`config.mk`:
```
export PLATFORM = sky130hd
export DESIGN_NAME = ws2812_frame_reader_flat
export DESIGN_NICKNAME = d
export VERILOG_FILES = /design/src/rtl/ws2812_frame_reader_pkg.sv /design/src/rtl/ws2812_frame_reader_if.sv /design/src/rtl/ws2812_frame_reader_bit_encoder.sv /design/src/rtl/ws2812_frame_reader.sv /design/src/flat_wrapper.sv
export SDC_FILE = /design/constraint.sdc
export NUM_CORES = 1
export LEC_CHECK = 0
export BUFFER_PORTS_ARGS = -buffer_cell sky130_fd_sc_hd__buf_2
export CAP_MARGIN = 30
export CORE_UTILIZATION = 30
export DETAILED_ROUTE_END_ITERATION = 8
export HOLD_SLACK_MARGIN = 0.03
export MAX_ROUTING_LAYER = met4
export PLACE_DENSITY = 0.51
export SYNTH_ARGS = -nofsm -noshare
export SYNTH_HDL_FRONTEND = slang
export SYNTH_HIERARCHICAL = 1
export SYNTH_SLANG_ARGS = --single-unit
```
`constraint.sdc`:
```
create_clock -name clk -period 7.83 [get_ports clk]
set_input_delay 0.3915 -clock clk [delete_from_list [all_inputs] [get_ports clk]]
set_output_delay 0.3915 -clock clk [all_outputs]
set_load 0.05 [all_outputs]
```
`src/rtl/ws2812_frame_reader_pkg.sv`:
```
// ws2812_frame_reader_pkg
//   Shared definitions for the WS2812 frame reader:
//   - default timing constants (50 MHz clk_sys basis)
//   - FSM state encoding
//   - RGB -> GRB reorder helper (WS2812 expects green first on the wire)
package ws2812_frame_reader_pkg;

    localparam int DEF_NUM_LEDS  = 500;
    localparam int DEF_ADDR_W    = 9;
    localparam int DEF_T0H_CYC   = 20;
    localparam int DEF_T1H_CYC   = 40;
    localparam int DEF_BIT_CYC   = 62;
    localparam int DEF_RESET_CYC = 15000;

    localparam int PIXEL_W = 24;

    typedef enum logic [2:0] {
        ST_IDLE  = 3'd0,
        ST_FETCH = 3'd1,
        ST_SEND  = 3'd2,
        ST_STALL = 3'd3,
        ST_LATCH = 3'd4
    } state_e;

    // Buffer holds {R,G,B}; the strip wants {G,R,B}.
    function automatic logic [PIXEL_W-1:0] rgb_to_grb(input logic [PIXEL_W-1:0] rgb);
        return {rgb[15:8], rgb[23:16], rgb[7:0]};
    endfunction

endpackage

```
`src/rtl/ws2812_frame_reader_if.sv`:
```
// ws2812_frame_reader_if
//   Frame-buffer read port.
//   rd_addr : pixel address (reader -> buffer)
//   rd_en   : single-cycle read request (reader -> buffer)
//   rd_data : {R,G,B} pixel (buffer -> reader)
//   rd_dv   : single-cycle data valid, any latency after rd_en (buffer -> reader)
interface ws2812_frame_reader_if #(
    parameter int ADDR_W = 9
);
    logic [ADDR_W-1:0] rd_addr;
    logic              rd_en;
    logic [23:0]       rd_data;
    logic              rd_dv;

    modport master (
        output rd_addr,
        output rd_en,
        input  rd_data,
        input  rd_dv
    );

    modport slave (
        input  rd_addr,
        input  rd_en,
        output rd_data,
        output rd_dv
    );
endinterface

```
`src/rtl/ws2812_frame_reader_bit_encoder.sv`:
```
// ws2812_frame_reader_bit_encoder
//   Shifts a 24-bit word out MSB first with WS2812 NRZ timing.
//   Ports:
//     clk, rst   : clock, synchronous active-high reset
//     load       : take word; its first bit starts high on the next cycle
//     word       : 24-bit word already in wire order
//     dout       : registered serial output
//     word_done  : high in the last cycle of the last bit; a load in that
//                  same cycle continues with no gap
module ws2812_frame_reader_bit_encoder
    import ws2812_frame_reader_pkg::*;
#(
    parameter int T0H_CYC = DEF_T0H_CYC,
    parameter int T1H_CYC = DEF_T1H_CYC,
    parameter int BIT_CYC = DEF_BIT_CYC
) (
    input  logic               clk,
    input  logic               rst,
    input  logic               load,
    input  logic [PIXEL_W-1:0] word,
    output logic               dout,
    output logic               word_done
);

    localparam int CNT_W = $clog2(BIT_CYC);
    localparam logic [CNT_W-1:0] CNT_TOP = CNT_W'(BIT_CYC - 1);
    // Bit-period counter runs down from CNT_TOP; the line is high while the
    // count is at or above these thresholds.
    localparam logic [CNT_W-1:0] HI0_TH  = CNT_W'(BIT_CYC - T0H_CYC);
    localparam logic [CNT_W-1:0] HI1_TH  = CNT_W'(BIT_CYC - T1H_CYC);

    logic [PIXEL_W-1:0] shift_q, shift_d;
    logic [CNT_W-1:0]   cnt_q, cnt_d;
    logic [4:0]         bits_left_q, bits_left_d;
    logic               active_q, active_d;
    logic               dout_q, dout_d;

    always_ff @(posedge clk) begin
        if (rst) begin
            shift_q     <= '0;
            cnt_q       <= '0;
            bits_left_q <= '0;
            active_q    <= 1'b0;
            dout_q      <= 1'b0;
        end else begin
            shift_q     <= shift_d;
            cnt_q       <= cnt_d;
            bits_left_q <= bits_left_d;
            active_q    <= active_d;
            dout_q      <= dout_d;
        end
    end

    always_comb begin
        shift_d     = shift_q;
        cnt_d       = cnt_q;
        bits_left_d = bits_left_q;
        active_d    = active_q;
        word_done   = 1'b0;

        if (active_q) begin
            if (cnt_q == '0) begin
                if (bits_left_q == '0) begin
                    word_done = 1'b1;
                    active_d  = 1'b0;
                end else begin
                    shift_d     = {shift_q[PIXEL_W-2:0], 1'b0};
                    bits_left_d = bits_left_q - 1'b1;
                    cnt_d       = CNT_TOP;
                end
            end else begin
                cnt_d = cnt_q - 1'b1;
            end
        end

        if (load) begin
            shift_d     = word;
            cnt_d       = CNT_TOP;
            bits_left_d = 5'd23;
            active_d    = 1'b1;
        end

        // Output is computed from next state so the pin comes straight off a flop.
        dout_d = active_d && (cnt_d >= (shift_d[PIXEL_W-1] ? HI1_TH : HI0_TH));
    end

    assign dout = dout_q;

endmodule

```
`src/rtl/ws2812_frame_reader.sv`:
```
// ws2812_frame_reader
//   Reads NUM_LEDS pixels from the frame buffer and streams them to a WS2812
//   strip, then holds the line low for the latch period. The next pixel is
//   prefetched while the current one shifts so pixels go out back-to-back.
//   Ports:
//     clk, rst : clock, synchronous active-high reset
//     start    : single-cycle frame request (ignored while busy)
//     busy     : frame in progress
//     done     : single-cycle pulse at end of latch period
//     rd_bus   : frame-buffer read port (master side)
//     dout     : WS2812 serial data
//
//   state | meaning
//   IDLE  | waiting for start
//   FETCH | pixel 0 requested, waiting for rd_dv
//   SEND  | shifting a pixel; next pixel prefetched in the background
//   STALL | pixel finished before prefetch returned; line low
//   LATCH | line low for RESET_CYC cycles, then done
module ws2812_frame_reader
    import ws2812_frame_reader_pkg::*;
#(
    parameter int NUM_LEDS  = DEF_NUM_LEDS,
    parameter int ADDR_W    = DEF_ADDR_W,
    parameter int T0H_CYC   = DEF_T0H_CYC,
    parameter int T1H_CYC   = DEF_T1H_CYC,
    parameter int BIT_CYC   = DEF_BIT_CYC,
    parameter int RESET_CYC = DEF_RESET_CYC
) (
    input  logic                  clk,
    input  logic                  rst,
    input  logic                  start,
    output logic                  busy,
    output logic                  done,
    ws2812_frame_reader_if.master rd_bus,
    output logic                  dout
);

    localparam int LATCH_W = $clog2(RESET_CYC + 1);
    localparam logic [ADDR_W-1:0]  LAST_IDX  = ADDR_W'(NUM_LEDS - 1);
    localparam logic [LATCH_W-1:0] LATCH_TOP = LATCH_W'(RESET_CYC - 1);

    state_e              state_q, state_d;
    logic [ADDR_W-1:0]   pix_idx_q, pix_idx_d;
    logic [ADDR_W-1:0]   rd_addr_q, rd_addr_d;
    logic                rd_en_q, rd_en_d;
    logic                pend_q, pend_d;
    logic [PIXEL_W-1:0]  next_buf_q, next_buf_d;
    logic                next_valid_q, next_valid_d;
    logic [LATCH_W-1:0]  latch_cnt_q, latch_cnt_d;
    logic                busy_q, busy_d;
    logic                done_q, done_d;

    logic                enc_load;
    logic [PIXEL_W-1:0]  enc_word;
    logic                enc_word_done;
    logic [ADDR_W-1:0]   load_idx;
    logic                rd_accept;
    logic                cur_last;

    // Only data answering our own outstanding request is taken; this also
    // drops replies that were in flight across a reset.
    assign rd_accept = rd_bus.rd_dv && pend_q;
    assign cur_last  = (pix_idx_q == LAST_IDX);

    // State register
    always_ff @(posedge clk) begin
        if (rst) begin
            state_q      <= ST_IDLE;
            pix_idx_q    <= '0;
            rd_addr_q    <= '0;
            rd_en_q      <= 1'b0;
            pend_q       <= 1'b0;
            next_buf_q   <= '0;
            next_valid_q <= 1'b0;
            latch_cnt_q  <= '0;
            busy_q       <= 1'b0;
            done_q       <= 1'b0;
        end else begin
            state_q      <= state_d;
            pix_idx_q    <= pix_idx_d;
            rd_addr_q    <= rd_addr_d;
            rd_en_q      <= rd_en_d;
            pend_q       <= pend_d;
            next_buf_q   <= next_buf_d;
            next_valid_q <= next_valid_d;
            latch_cnt_q  <= latch_cnt_d;
            busy_q       <= busy_d;
            done_q       <= done_d;
        end
    end

    // Next-state logic
    always_comb begin
        state_d      = state_q;
        pix_idx_d    = pix_idx_q;
        next_buf_d   = next_buf_q;
        next_valid_d = next_valid_q;
        latch_cnt_d  = latch_cnt_q;
        pend_d       = pend_q;

        if (enc_load) pix_idx_d = load_idx;
        if (rd_accept) pend_d = 1'b0;
        if (rd_en_d) pend_d = 1'b1;

        case (state_q)
            ST_IDLE: begin
                if (start) begin
                    state_d      = ST_FETCH;
                    pix_idx_d    = '0;
                    next_valid_d = 1'b0;
                end
            end
            ST_FETCH: begin
                if (rd_accept) state_d = ST_SEND;
            end
            ST_SEND: begin
                if (rd_accept && !enc_load) begin
                    next_buf_d   = rd_bus.rd_data;
                    next_valid_d = 1'b1;
                end
                if (enc_load) next_valid_d = 1'b0;
                if (enc_word_done) begin
                    if (cur_last) begin
                        state_d     = ST_LATCH;
                        latch_cnt_d = LATCH_TOP;
                    end else if (!enc_load) begin
                        state_d = ST_STALL;
                    end
                end
            end
            ST_STALL: begin
                if (rd_accept) state_d = ST_SEND;
            end
            ST_LATCH: begin
                if (latch_cnt_q == '0) state_d = ST_IDLE;
                else                   latch_cnt_d = latch_cnt_q - 1'b1;
            end
            default: state_d = ST_IDLE;
        endcase
    end

    // Output logic: encoder load, read requests, status flags
    always_comb begin
        enc_load  = 1'b0;
        enc_word  = '0;
        load_idx  = pix_idx_q;
        rd_en_d   = 1'b0;
        rd_addr_d = rd_addr_q;
        busy_d    = busy_q;
        done_d    = 1'b0;

        case (state_q)
            ST_IDLE: begin
                if (start) begin
                    rd_en_d   = 1'b1;
                    rd_addr_d = '0;
                    busy_d    = 1'b1;
                end
            end
            ST_FETCH: begin
                if (rd_accept) begin
                    enc_load = 1'b1;
                    enc_word = rgb_to_grb(rd_bus.rd_data);
                    load_idx = pix_idx_q;
                end
            end
            ST_SEND: begin
                if (enc_word_done && !cur_last) begin
                    // A reply landing on the very last cycle is used directly.
                    if (next_valid_q) begin
                        enc_load = 1'b1;
                        enc_word = rgb_to_grb(next_buf_q);
                        load_idx = pix_idx_q + 1'b1;
                    end else if (rd_accept) begin
                        enc_load = 1'b1;
                        enc_word = rgb_to_grb(rd_bus.rd_data);
                        load_idx = pix_idx_q + 1'b1;
                    end
                end
            end
            ST_STALL: begin
                if (rd_accept) begin
                    enc_load = 1'b1;
                    enc_word = rgb_to_grb(rd_bus.rd_data);
                    load_idx = pix_idx_q + 1'b1;
                end
            end
            ST_LATCH: begin
                if (latch_cnt_q == '0) begin
                    done_d = 1'b1;
                    busy_d = 1'b0;
                end
            end
            default: ;
        endcase

        // Every pixel that starts shifting requests its successor, except the last.
        if (enc_load && (load_idx != LAST_IDX)) begin
            rd_en_d   = 1'b1;
            rd_addr_d = load_idx + 1'b1;
        end
    end

    ws2812_frame_reader_bit_encoder #(
        .T0H_CYC (T0H_CYC),
        .T1H_CYC (T1H_CYC),
        .BIT_CYC (BIT_CYC)
    ) u_bit_encoder (
        .clk       (clk),
        .rst       (rst),
        .load      (enc_load),
        .word      (enc_word),
        .dout      (dout),
        .word_done (enc_word_done)
    );

    assign rd_bus.rd_en   = rd_en_q;
    assign rd_bus.rd_addr = rd_addr_q;
    assign busy           = busy_q;
    assign done           = done_q;

endmodule

```
`src/flat_wrapper.sv`:
```
// flat-port wrapper written by rule: the top's interface ports become plain ports
module ws2812_frame_reader_flat import ws2812_frame_reader_pkg::*;
#(
    parameter int NUM_LEDS  = DEF_NUM_LEDS,
    parameter int ADDR_W    = DEF_ADDR_W,
    parameter int T0H_CYC   = DEF_T0H_CYC,
    parameter int T1H_CYC   = DEF_T1H_CYC,
    parameter int BIT_CYC   = DEF_BIT_CYC,
    parameter int RESET_CYC = DEF_RESET_CYC
)
  (clk, rst, start, busy, done, dout, rd_bus_rd_addr, rd_bus_rd_en, rd_bus_rd_data, rd_bus_rd_dv);
  ws2812_frame_reader_if #(.ADDR_W(ADDR_W)) rd_bus_i ();
  input  logic clk;
  input  logic rst;
  input  logic start;
  output logic busy;
  output logic done;
  output logic dout;
  output wire logic [$bits(rd_bus_i.rd_addr)-1:0] rd_bus_rd_addr;
  output wire logic [$bits(rd_bus_i.rd_en)-1:0] rd_bus_rd_en;
  input wire logic [$bits(rd_bus_i.rd_data)-1:0] rd_bus_rd_data;
  input wire logic [$bits(rd_bus_i.rd_dv)-1:0] rd_bus_rd_dv;
  assign rd_bus_rd_addr = rd_bus_i.rd_addr;
  assign rd_bus_rd_en = rd_bus_i.rd_en;
  assign rd_bus_i.rd_data = rd_bus_rd_data;
  assign rd_bus_i.rd_dv = rd_bus_rd_dv;
  ws2812_frame_reader #(.NUM_LEDS(NUM_LEDS), .ADDR_W(ADDR_W), .T0H_CYC(T0H_CYC), .T1H_CYC(T1H_CYC), .BIT_CYC(BIT_CYC), .RESET_CYC(RESET_CYC)) u_core (.clk(clk), .rst(rst), .start(start), .busy(busy), .done(done), .rd_bus(rd_bus_i), .dout(dout));
endmodule
```
==> results of run 1 <==
[how the worst min path moves through the flow]
stage	slack (ns)	cells after the start	end	from
final	0.27	3	u_core/next_buf_q[3]	rd_bus_rd_data[3]
after detailed placement	0.45	2	u_core/next_buf_q[0]	u_core/next_buf_q[0]
after global placement	0.44	2	u_core/next_buf_q[0]	u_core/next_buf_q[0]
after floorplan	0.44	2	u_core/next_buf_q[0]	u_core/next_buf_q[0]
after global routing	0.27	3	u_core/next_buf_q[5]	rd_bus_rd_data[5]
after CTS	0.26	3	u_core/next_buf_q[9]	rd_bus_rd_data[9]
[area by class of cell]
cell class                 count  area share [%]
antenna                        1          0.0421
clock buffer                  10            3.86
clock inverter                 6            1.31
inverter                      13           0.822
multi-input combinational    470            51.0
sequential                   101            34.0
tap                          225            4.74
timing repair buffer          45            4.21
[state kept, by name (all words and copies together) (netlist names)]
signal                            flops
u_core/busy                           1
u_core/done                           1
u_core/latch_cnt_q                   14
u_core/next_buf_q                    24
u_core/next_valid_q                   1
u_core/pend_q                         1
u_core/pix_idx_q                      9
u_core/rd_bus.rd_addr                 9
u_core/rd_bus.rd_en                   1
u_core/state_q                        3
u_core/u_bit_encoder/active_q         1
u_core/u_bit_encoder/bits_left_q      5
u_core/u_bit_encoder/cnt_q            6
u_core/u_bit_encoder/dout             1
u_core/u_bit_encoder/shift_q         24
[cells in the final DEF (no fill, tap or decap), types with 4 or more instances in the layout]
| master | instances |
|---|---|
| nand4_1 | 5 |
| and3_1 | 7 |
| nand2b_1 | 12 |
| inv_1 | 11 |
| xnor2_1 | 15 |
| a21oi_1 | 44 |
| a31oi_1 | 5 |
| o31ai_1 | 5 |
| xor2_1 | 12 |
| ha_1 | 11 |
| a311oi_1 | 7 |
| nor3b_1 | 5 |
| clkbuf_16 | 9 |
| nand2_1 | 113 |
| nand3_1 | 7 |
| nor2b_1 | 9 |
| buf_4 | 4 |
| nor3_1 | 20 |
| dfxtp_1 | 101 |
| nor2_1 | 60 |
| a311oi_2 | 19 |
| buf_2 | 40 |
| o21ai_0 | 6 |
| a211oi_1 | 9 |
| a22o_1 | 31 |
| nor4_1 | 5 |
[cell families (layout without fill, tap and decap cells)]
kind of cell / count (synthesis) / count (layout) / synth area share, %
buf+inv: 54 / 74 / 4.28
mux: 5 / 5 / 0.999
simple gates: 275 / 275 / 25.5
other cells: 0 / 1 / 0
compound gates: 152 / 152 / 23.7
xor+xnor: 27 / 27 / 4.49
fa+ha+maj: 11 / 11 / 2.62
flops: 101 / 101 / 38.4
[power breakdown]
part | switching (uW) | total (uW) | internal, uW
Sequential | 8.04 | 529 | 521
Combinational | 51.0 | 79.6 | 28.6
Clock | 214 | 469 | 255
[critical path: cells and delay by family (launching register included)]
family | cells | cell delay (ns)
and+or+nand+nor | 7 | 2.75
AOI/OAI and AO/OA | 4 | 0.69
adders and majority gates | 2 | 0.43
buffers and inverters | 3 | 0.36
DFF | 1 | 0.33
[stage by stage]
| step | util (%) | hold WS (ns) | instance area [um^2] | power [uW] | setup WS, ns |
|---|---|---|---|---|---|
| finish | 34.5 | 0.273 | 5940 | 1080 | 3.17 |
| global route | 34.5 | 0.274 | 5940 | 1120 | 2.61 |
| CTS | 34.4 | 0.260 | 5940 | 1090 | 3.12 |
| detailed placement | 32.7 | 0.448 | 5630 | 621 | 3.15 |
| global placement | 32.5 | 0.443 | 5610 | 619 | 3.32 |
| floorplan | - | 0.437 | 5260 | 596 | 3.97 |
[layer usage]
layer	GRT usage [%]	vias to the layer above
li1	-	2269
met1	19.7	2151
met2	23.4	63
met3	2.95	9
met4	5.24	0
met5	-	-
==> key figures, run 1 <==
Floorplanning
  • Starting Density: a little under a third
  • Num ports: roughly 40
  • Number of core rows: 48
  • CORE AREA: 0.0172 mm^2
  • Die footprint: ~0.018 mm^2
  • Die height: between 100 and 150 um
  • Die span in x: 134 um

Timing
  • Normalized max-slew margin: between 30% and 40%
  • Final setup viols: 0
  • Clock period minus worst slack: ~4.7 ns
  • Final hold vios: 0
  • Skew final: between 0.009 and 0.01 ns
  • Setup TNS: 0 ns
  • Slew at the pin closest to its max-slew limit: 1.01 ns
  • Max frequency: 214 MHz
  • Setup repair after global routing missed its margin: no
  • Final Max Tran Viols: 0
  • Final period util: ~60%

Clock network
  • Setup bufs post-CTS: 0
  • CTS Buf Count: 9
  • CTS tree: done
  • Clk sinks: 101
  • Worst skew pair latency: between 0.3 and 0.4 ns
  • Post_cts resized: 0
  • Reg clk slew, reported paths: 0.08 ns
  • H-tree depth: 3
  • Clk buf depth: 2
  • Hold_buf cts: 0
  • Clock root buffer master: clkbuf_16

Yosys
  • EDFF count, synth: 0
  • Most common cell in the netlist: nand2_1
  • Syn. warnings: 6
  • Ys flop type: dfxtp_1
  • Most frequent cells after synthesis: nand2_1 (113), dfxtp_1 (101), nor2_1 (60), a21oi_1 (44), a22o_1 (31)
  • Mapped Cells: roughly 630
  • Post-Syn Nets: between 600 and 700
  • #FFs+latches synth: 101
  • Post-synthesis sequential area ratio: 38.4%
  • Asr flop ratio synth: 0%
  • Area of the mapped netlist: around 0.0053 mm^2
  • Post-synth cell types: about 70
  • Area fraction of the dominant cell type after synthesis: about 38%
  • Top area cells in the synthesized netlist: dfxtp_1 (38%), nand2_1 (8.1%), a311oi_2 (5.4%), a22o_1 (5.2%), nor2_1 (4.3%)
  • Syn avg cell area: between 8 and 9 um^2
  • Dominant cell type by area after synthesis: dfxtp_1

Placement
  • DP Cell Count: ~850
  • Input/output buffers: 40
  • Dpl hpwl: roughly 8.6 mm
  • GPL Wtd Cong: around 0.84

Finish
  • Register area: 0.00202 mm^2
  • Layout cell share with drive strength beyond 1: approximately 16%
  • Nets@finish: between 600 and 700
  • Synth-to-layout area growth: 12.8%
  • Area occupied by multi-input gates: 0.00303 mm^2
  • Fillcell total: approximately 1800
  • Non-filler cells, final: 871

Power and ir drop
  • PD cells: between 150 and 200 mW/mm^2
  • Pleak: between 0.002 and 0.0025 uW
  • Peak supply drop: just under 0.0001 V

Global route
  • Gr usage total: 15.1%
  • First-pass GRT wire length: between 20 and 25 mm
  • Initial antenna violation count: 1
  • Congestion Overflow GR: 0
  • Vias in the first global route: between 4000 and 5000
  • Pin count of the biggest net entering global routing: 80

Critical path
  • Reg2Reg Capture Point: u_core/u_bit_encoder/dout
  • CP Class: reg -> reg
  • CP max FO: 24
  • Critical-path cell list: inv_1, ha_1, or4b_1, nor3_1, inv_1, nor2_1, and3_1, a22o_1, nand2b_1, o31a_1, inv_2, ha_1, nand2_1, nor3_1, o21ai_1, a21boi_1
  • RR Startpoint: u_core/u_bit_encoder/bits_left_q[0]
  • Max incr delay on CP: just under 0.9 ns
  • CP arrival: ~5.0 ns
  • Worst setup endpoint: u_core/u_bit_encoder/dout
  • Req. time, crit path: 8.11 ns
  • Worst R2R Setup Slack: roughly 3.2 ns
  • Slowest-stage cell, CP: and3_1
  • Critical path origin: u_core/u_bit_encoder/bits_left_q[0]
  • Crit start category: register
  • Worst r2r path cells: 16
  • Setup crit end kind: register

Detailed routing
  • Iteration-0 DRC Markers: approximately 270
  • Vias post-DR: about 4500
  • DR vias/cell: ~5.2
  • DRC viols: 0
  • Metal2 WL: 5.97 mm
  • Top sig layer: met4
  • Detail Route Antenna Nets: 0
  • DRT Pass-1 Iters: 4
  • Final WL: roughly 13 mm
  • M1 WL: 6.27 mm
  • DR WL/cell: approximately 15 um
  • Routed length on met3: approximately 430 um

Job
  • Max Cap Viol: 0

Min path
  • Worst Hold Class: in -> reg

Outcome
  • Run status: completed
Note: power is estimated with default switching activity, not from simulation.
==> run 2: changes to the inputs <==
clock period = 4.5 ns   (was 7.83 ns; I/O delays follow)
==> run 2 against run 1 <==
Compared with the run above: setup slack got worse by 2.5 ns; design area grew 0.59%; hold slack got worse by 0.16 ns; critical path type unchanged; first-iteration DRC count down 0.74%; clock skew increased by 0.0015 ns; wire length fell by 2.1%; core utilization up 0.20 points; register-to-register slack lost 2.5 ns; sequential power increased by 74%; sequential share of layout area fell by 0.20 points; critical path depth decreased by 3.
==> key figures, run 2 (same netlist as run 1, synthesis figures left out) <==
Outcome
  • Run status: completed

Placement
  • Input/output buffers: 40
  • DP Cell Count: 857
  • GPL Wtd Cong: 0.873
  • Dpl hpwl: between 8 and 9 mm

Global route
  • Initial antenna violation count: 0
  • Gr usage total: ~15%
  • Congestion Overflow GR: 0
  • Pin count of the biggest net entering global routing: between 60 and 70
  • Vias in the first global route: ~4400
  • First-pass GRT wire length: 20.8 mm

Floorplanning
  • Die footprint: ~0.018 mm^2
  • CORE AREA: approximately 0.017 mm^2
  • Starting Density: 30.5%
  • Num ports: 41
  • Die height: ~130 um
  • Number of core rows: 48
  • Die span in x: approximately 130 um

Timing
  • Normalized max-slew margin: approximately 36%
  • Final period util: 84.6%
  • Setup TNS: 0 ns
  • Final Max Tran Viols: 0
  • Final setup viols: 0
  • Max frequency: between 200 and 300 MHz
  • Clock period minus worst slack: between 3 and 4 ns
  • Skew final: 0.0106 ns
  • Setup repair after global routing missed its margin: no
  • Final hold vios: 0
  • Slew at the pin closest to its max-slew limit: between 0.9 and 1 ns

Detailed routing
  • Vias post-DR: around 4500
  • DRC viols: 0
  • Detail Route Antenna Nets: 0
  • DR WL/cell: around 14 um
  • Final WL: roughly 13 mm
  • Iteration-0 DRC Markers: ~270
  • DR vias/cell: between 5 and 6
  • DRT Pass-1 Iters: 4

Finish
  • Nets@finish: about 680
  • Fillcell total: between 1500 and 2000
  • Most common library cell in the layout ignoring fill and taps: nand2_1
  • Final core utilization: 34.7%
  • Layout cell share with drive strength beyond 1: ~16%
  • Non-filler cells, final: 874
  • Commonest cells after routing, fill and taps aside: nand2_1 (113), dfxtp_1 (101), nor2_1 (60)
  • Synth-to-layout area growth: 13.5%
  • Biggest regs: u_core/next_buf_q: 24 flops, u_core/u_bit_encoder/shift_q: 24 flops, u_core/latch_cnt_q: 14 flops

Critical path
  • Crit start category: register
  • Crit path max-delay family: simple AND/OR/NAND/NOR gates
  • Worst R2R Setup Slack: ~0.69 ns
  • CP Class: reg -> reg
  • RR Startpoint: u_core/u_bit_encoder/bits_left_q[0]
  • Critical path origin: u_core/u_bit_encoder/bits_left_q[0]
  • CP dominant cell by count: inv_1
  • Setup crit end kind: register
  • Critical-path cell list: inv_1, ha_1, or4b_1, nor3_1, buf_4, inv_1, a211oi_4, a21oi_2, nor4_2, xnor2_1, o41a_1, nor2b_1, a32o_1
  • WP buf/inv: 3
  • Worst setup endpoint: u_core/rd_bus.rd_addr[6]
  • CP max FO: 8
  • Slowest-stage cell, CP: nor2b_1
  • Worst r2r path cells: 13
  • Crit path depth: 13
  • Req. time, crit path: 4.80 ns
  • CP arrival: slightly above 4 ns
  • Reg2Reg Capture Point: u_core/rd_bus.rd_addr[6]
  • Max incr delay on CP: 0.52 ns

Power and ir drop
  • Peak supply drop: approximately 0.00018 V
  • PD cells: 322 mW/mm^2
  • Pleak: about 0.0021 uW

Clock network
  • Post_cts resized: 0
  • H-tree depth: 3
  • Setup bufs post-CTS: 0
  • Hold_buf cts: 0
  • Worst skew pair latency: around 0.36 ns
  • Reg clk slew, reported paths: ~0.08 ns
  • CTS tree: done
  • Clk sinks: between 100 and 150
  • CTS Buf Count: 9
  • Clk buf depth: 2
  • Clock root buffer master: clkbuf_16

Job
  • Max Cap Viol: 0

Min path
  • Worst Hold Class: in -> reg
-- run 2: cell count changes in the layout (fill, tap and decap cells not counted), sizes merged --
cell,previous run,this run
buf,45,48
bufinv,1,2
clkbuf,10,9
clkinvlp,1,2
inv,17,16
-- run 2: worst min-delay path by stage --
stage	start	endpoint	slack, ns	cells past startpoint
4_1_cts	rd_bus_rd_data[7]	u_core/next_buf_q[7]	0.09	3
5_1_grt	rd_bus_rd_data[7]	u_core/next_buf_q[7]	0.10	3
3_3_place_gp	u_core/next_buf_q[8]	u_core/next_buf_q[8]	0.44	2
6_report	rd_bus_rd_data[10]	u_core/next_buf_q[10]	0.11	3
3_5_place_dp	u_core/next_buf_q[14]	u_core/next_buf_q[14]	0.45	2
2_1_floorplan	rd_bus_rd_data[0]	u_core/next_buf_q[0]	0.36	2
-- run 2: power breakdown --
group          switching (uW)  leakage, uW  internal, uW
sequential               13.7     0.000816           907
clock                     367     0.000156           497
combinational            88.2      0.00113          50.6
-- run 2: through the flow --
step	instance area, um^2	hold WS (ns)	worst slack, ns	total power, uW
floorplan	5260	0.361	0.638	1040
global placement	5640	0.442	0.754	1080
detailed placement	5640	0.447	0.738	1080
CTS	5970	0.0910	0.690	1960
global route	5970	0.101	0.341	2000
finish	5970	0.109	0.695	1920
-- run 2: tightest hold or removal path, stage by stage --
cell and delay (ns):
buf_2 0.10, nand2_1 0.05, a21oi_1 0.05
-- run 2: layout make-up --
| class | instances | area [um^2] | area share [%] |
|---|---|---|---|
| clock buffers | 9 | 225 | 3.77 |
| repair buffers | 48 | 260 | 4.36 |
| multi-input cells | 470 | 3030 | 50.7 |
| inverters | 13 | 48.8 | 0.817 |
| well taps | 225 | 282 | 4.71 |
| diodes | 1 | 2.50 | 0.0419 |
| flip-flops and latches | 101 | 2020 | 33.9 |
| clock inverters | 7 | 106 | 1.78 |
-- run 2: per-layer routing --
layer	share of wire [%]	vias to the layer above	GRT usage [%]	wire length (um)
met1	50	2148	19.2	6220
met2	46	54	23.1	5730
met3	2.9	13	2.65	357
met5	0	-	-	0
li1	-	2280	-	-
met4	1.7	0	5.99	216
==> run 3: changes to the inputs <==
PLACE_DENSITY = 0.52   (was 0.51)
clock period = 3.4 ns   (was 4.5 ns; I/O delays follow)
==> run 3 against run 2 <==
Compared with the run above: the flow now finishes with violations (negative setup slack); final cell count rose by 3.7%; hold slack got worse by 0.056 ns; critical path depth rose by 3; critical endpoint is now u_core/rd_bus.rd_addr[0]; largest cell class unchanged; highest routed layer unchanged.
==> key figures, run 3 (same netlist as run 1, synthesis figures left out) <==
Outcome
  • Run status: complete, but fails checks
  • Violated checks: negative setup slack

Detailed routing
  • DR WL/cell: roughly 15 um
  • Detail Route Antenna Nets: 0
  • Final WL: approximately 14 mm
  • Iteration-0 DRC Markers: approximately 380
  • DRC viols: 0
  • DR vias/cell: about 5.2
  • DRT Pass-1 Iters: 6
  • Vias post-DR: 4712

Finish
  • Post-route cell area: roughly 0.0064 mm^2
  • Commonest cells after routing, fill and taps aside: nand2_1 (111), dfxtp_1 (99), nor2_1 (59)
  • Biggest regs: u_core/next_buf_q: 24 flops, u_core/u_bit_encoder/shift_q: 24 flops, u_core/latch_cnt_q: 14 flops
  • Layout cell share with drive strength beyond 1: approximately a quarter
  • Final core utilization: between 30% and 40%
  • Most common library cell in the layout ignoring fill and taps: nand2_1
  • Nets@finish: approximately 700
  • Fillcell total: about 1700
  • Synth-to-layout area growth: 21.0%

Floorplanning
  • Number of core rows: 48
  • Die span in x: around 130 um
  • Starting Density: between 30% and 40%
  • Die height: roughly 130 um
  • Num ports: between 40 and 50
  • CORE AREA: approximately 0.017 mm^2
  • Die footprint: approximately 0.018 mm^2

Power and ir drop
  • Cell internal pwr: 1820 uW
  • Clock Power Share: 42.1%
  • Pleak: 0.00231 uW
  • PD cells: just under 400 mW/mm^2
  • Seq pwr share: approximately half
  • Peak supply drop: a little under 0.0002 V
  • Sw Ratio: around a quarter
  • Power consumption: between 2000 and 2500 uW
  • Combinational Power Share: approximately 8.7%
  • NetSw: between 600 and 700 uW

Timing
  • Setup repair after global routing missed its margin: yes
  • Slew at the pin closest to its max-slew limit: roughly 0.95 ns
  • PnR worst setup slack: -0.0661 ns
  • Final period util: 102%
  • Normalized max-slew margin: a little under two fifths
  • Clock period minus worst slack: between 3 and 4 ns
  • Skew final: 0.0149 ns
  • Max frequency: 289 MHz
  • Min Hold Slack: approximately 0.052 ns
  • Final hold vios: 0
  • Final setup viols: 9
  • Final Max Tran Viols: 0

Critical path
  • Reg2Reg Capture Point: u_core/rd_bus.rd_addr[0]
  • CP Class: reg -> reg
  • Setup crit end kind: register
  • CP max FO: 5
  • RR Startpoint: u_core/u_bit_encoder/bits_left_q[1]
  • CP arrival: approximately 3.8 ns
  • Worst R2R Setup Slack: -0.07 ns
  • Crit start category: register
  • Worst r2r path cells: 16
  • Req. time, crit path: 3.69 ns

Clock network
  • Hold_buf cts: 0
  • Worst skew pair latency: between 0.3 and 0.4 ns
  • Clk sinks: a little over 100
  • H-tree depth: 3
  • CTS Buf Count: 9
  • Reg clk slew, reported paths: around 0.080 ns
  • Clk buf depth: 2
  • CTS tree: done
  • Clock root buffer master: clkbuf_16

Min path
  • Worst Min Path Start: rd_bus_rd_data[4]
  • Worst Hold Endpoint: u_core/next_buf_q[4]
  • Worst Hold Class: in -> reg
  • Hold Crit Depth: 3

Placement
  • Pre-CTS setup slack: -0.0514 ns
  • Cell Area, Placed: approximately 0.0058 mm^2
  • Input/output buffers: 40
  • GPL Wtd Cong: between 0.8 and 0.9
  • Dpl hpwl: between 8 and 9 mm

Global route
  • First-pass GRT wire length: around 22 mm
  • Congestion Overflow GR: 0
  • Vias in the first global route: ~4500
  • Gr usage total: 15.3%
  • Initial antenna violation count: 1
  • Pin count of the biggest net entering global routing: 52

Job
  • Max Cap Viol: 0
## run 3: cell count changes in the layout (fill, tap and decap cells not counted), sizes merged
cell,previous run,this run
buf,48,79
bufinv,2,0
clkbuf,9,11
inv,16,18
clkinvlp,2,1
## run 3: metal layers
layer	vias to the layer above	share of wire [%]	track usage, %	wire [um]
met1	2231	46	19.3	6330
met3	23	4.6	3.40	633
li1	2343	-	-	-
met5	-	0	-	0
met4	0	1.5	5.18	199
met2	115	47	24.1	6470
## run 3: what timing repair did
action                     4_1_cts  5_1_grt
setup buffers                    2       12
resized for setup                1       31
gates cloned                     0        1
setup endpoints to repair       10       12
pin swaps                        4       16
## run 3: worst max path at each step
| stage | startpoint | endpoint | slack (ns) | cells past startpoint |
|---|---|---|---|---|
| after detailed placement | u_core/u_bit_encoder/bits_left_q[0] | u_core/u_bit_encoder/dout | -0.05 | 16 |
| final | u_core/u_bit_encoder/bits_left_q[1] | u_core/rd_bus.rd_addr[0] | -0.07 | 16 |
| after floorplan | u_core/u_bit_encoder/bits_left_q[0] | u_core/rd_bus.rd_addr[6] | 0.009 | 14 |
| after global routing | u_core/u_bit_encoder/bits_left_q[1] | u_core/rd_bus.rd_addr[0] | -0.16 | 16 |
| after global placement | u_core/u_bit_encoder/bits_left_q[0] | u_core/rd_bus.rd_addr[6] | 0.07 | 13 |
| after CTS | u_core/u_bit_encoder/bits_left_q[1] | u_core/u_bit_encoder/dout | -0.03 | 16 |
## run 3: metrics by stage
stage	cells	setup TNS [ns]
final	906	-0.249
after global routing	906	-1.47
after CTS	893	-0.0259
after detailed placement	875	-0.259
after global placement	875	0
after floorplan	625	0
## run 3: power groups by stage
stage               clock network, uW  logic (uW)  registers [uW]
global route                     1130         234            1220
detailed placement                  0         195            1240
finish                           1040         215            1220
floorplan                           0         131            1250
CTS                              1080         199            1220
global placement                    0         192            1240
## run 3: final cells by class
type / instances / area (um^2) / area share (%)
multi-input cells: 470 / 3170 / 49.9
flip-flops and latches: 101 / 2020 / 31.8
repair buffers: 80 / 538 / 8.45
well taps: 225 / 282 / 4.42
clock buffers: 10 / 239 / 3.75
clock inverters: 6 / 58.8 / 0.924
inverters: 13 / 48.8 / 0.766
diodes: 1 / 2.50 / 0.0393
## run 3: critical path: stages (launching register included)
cell and delay (ns):
dfxtp_2 0.33, inv_2 0.08, ha_4 0.13, or4b_4 0.47, nor3_4 0.22, inv_2 0.09, a211oi_4 0.28, buf_6 0.16
a21o_1 0.22, nand2_1 0.11, nand2_2 0.11, ha_4 0.16, o31ai_2 0.06, o41a_1 0.46, buf_6 0.15, mux2_4 0.30
nor2_4 0.07
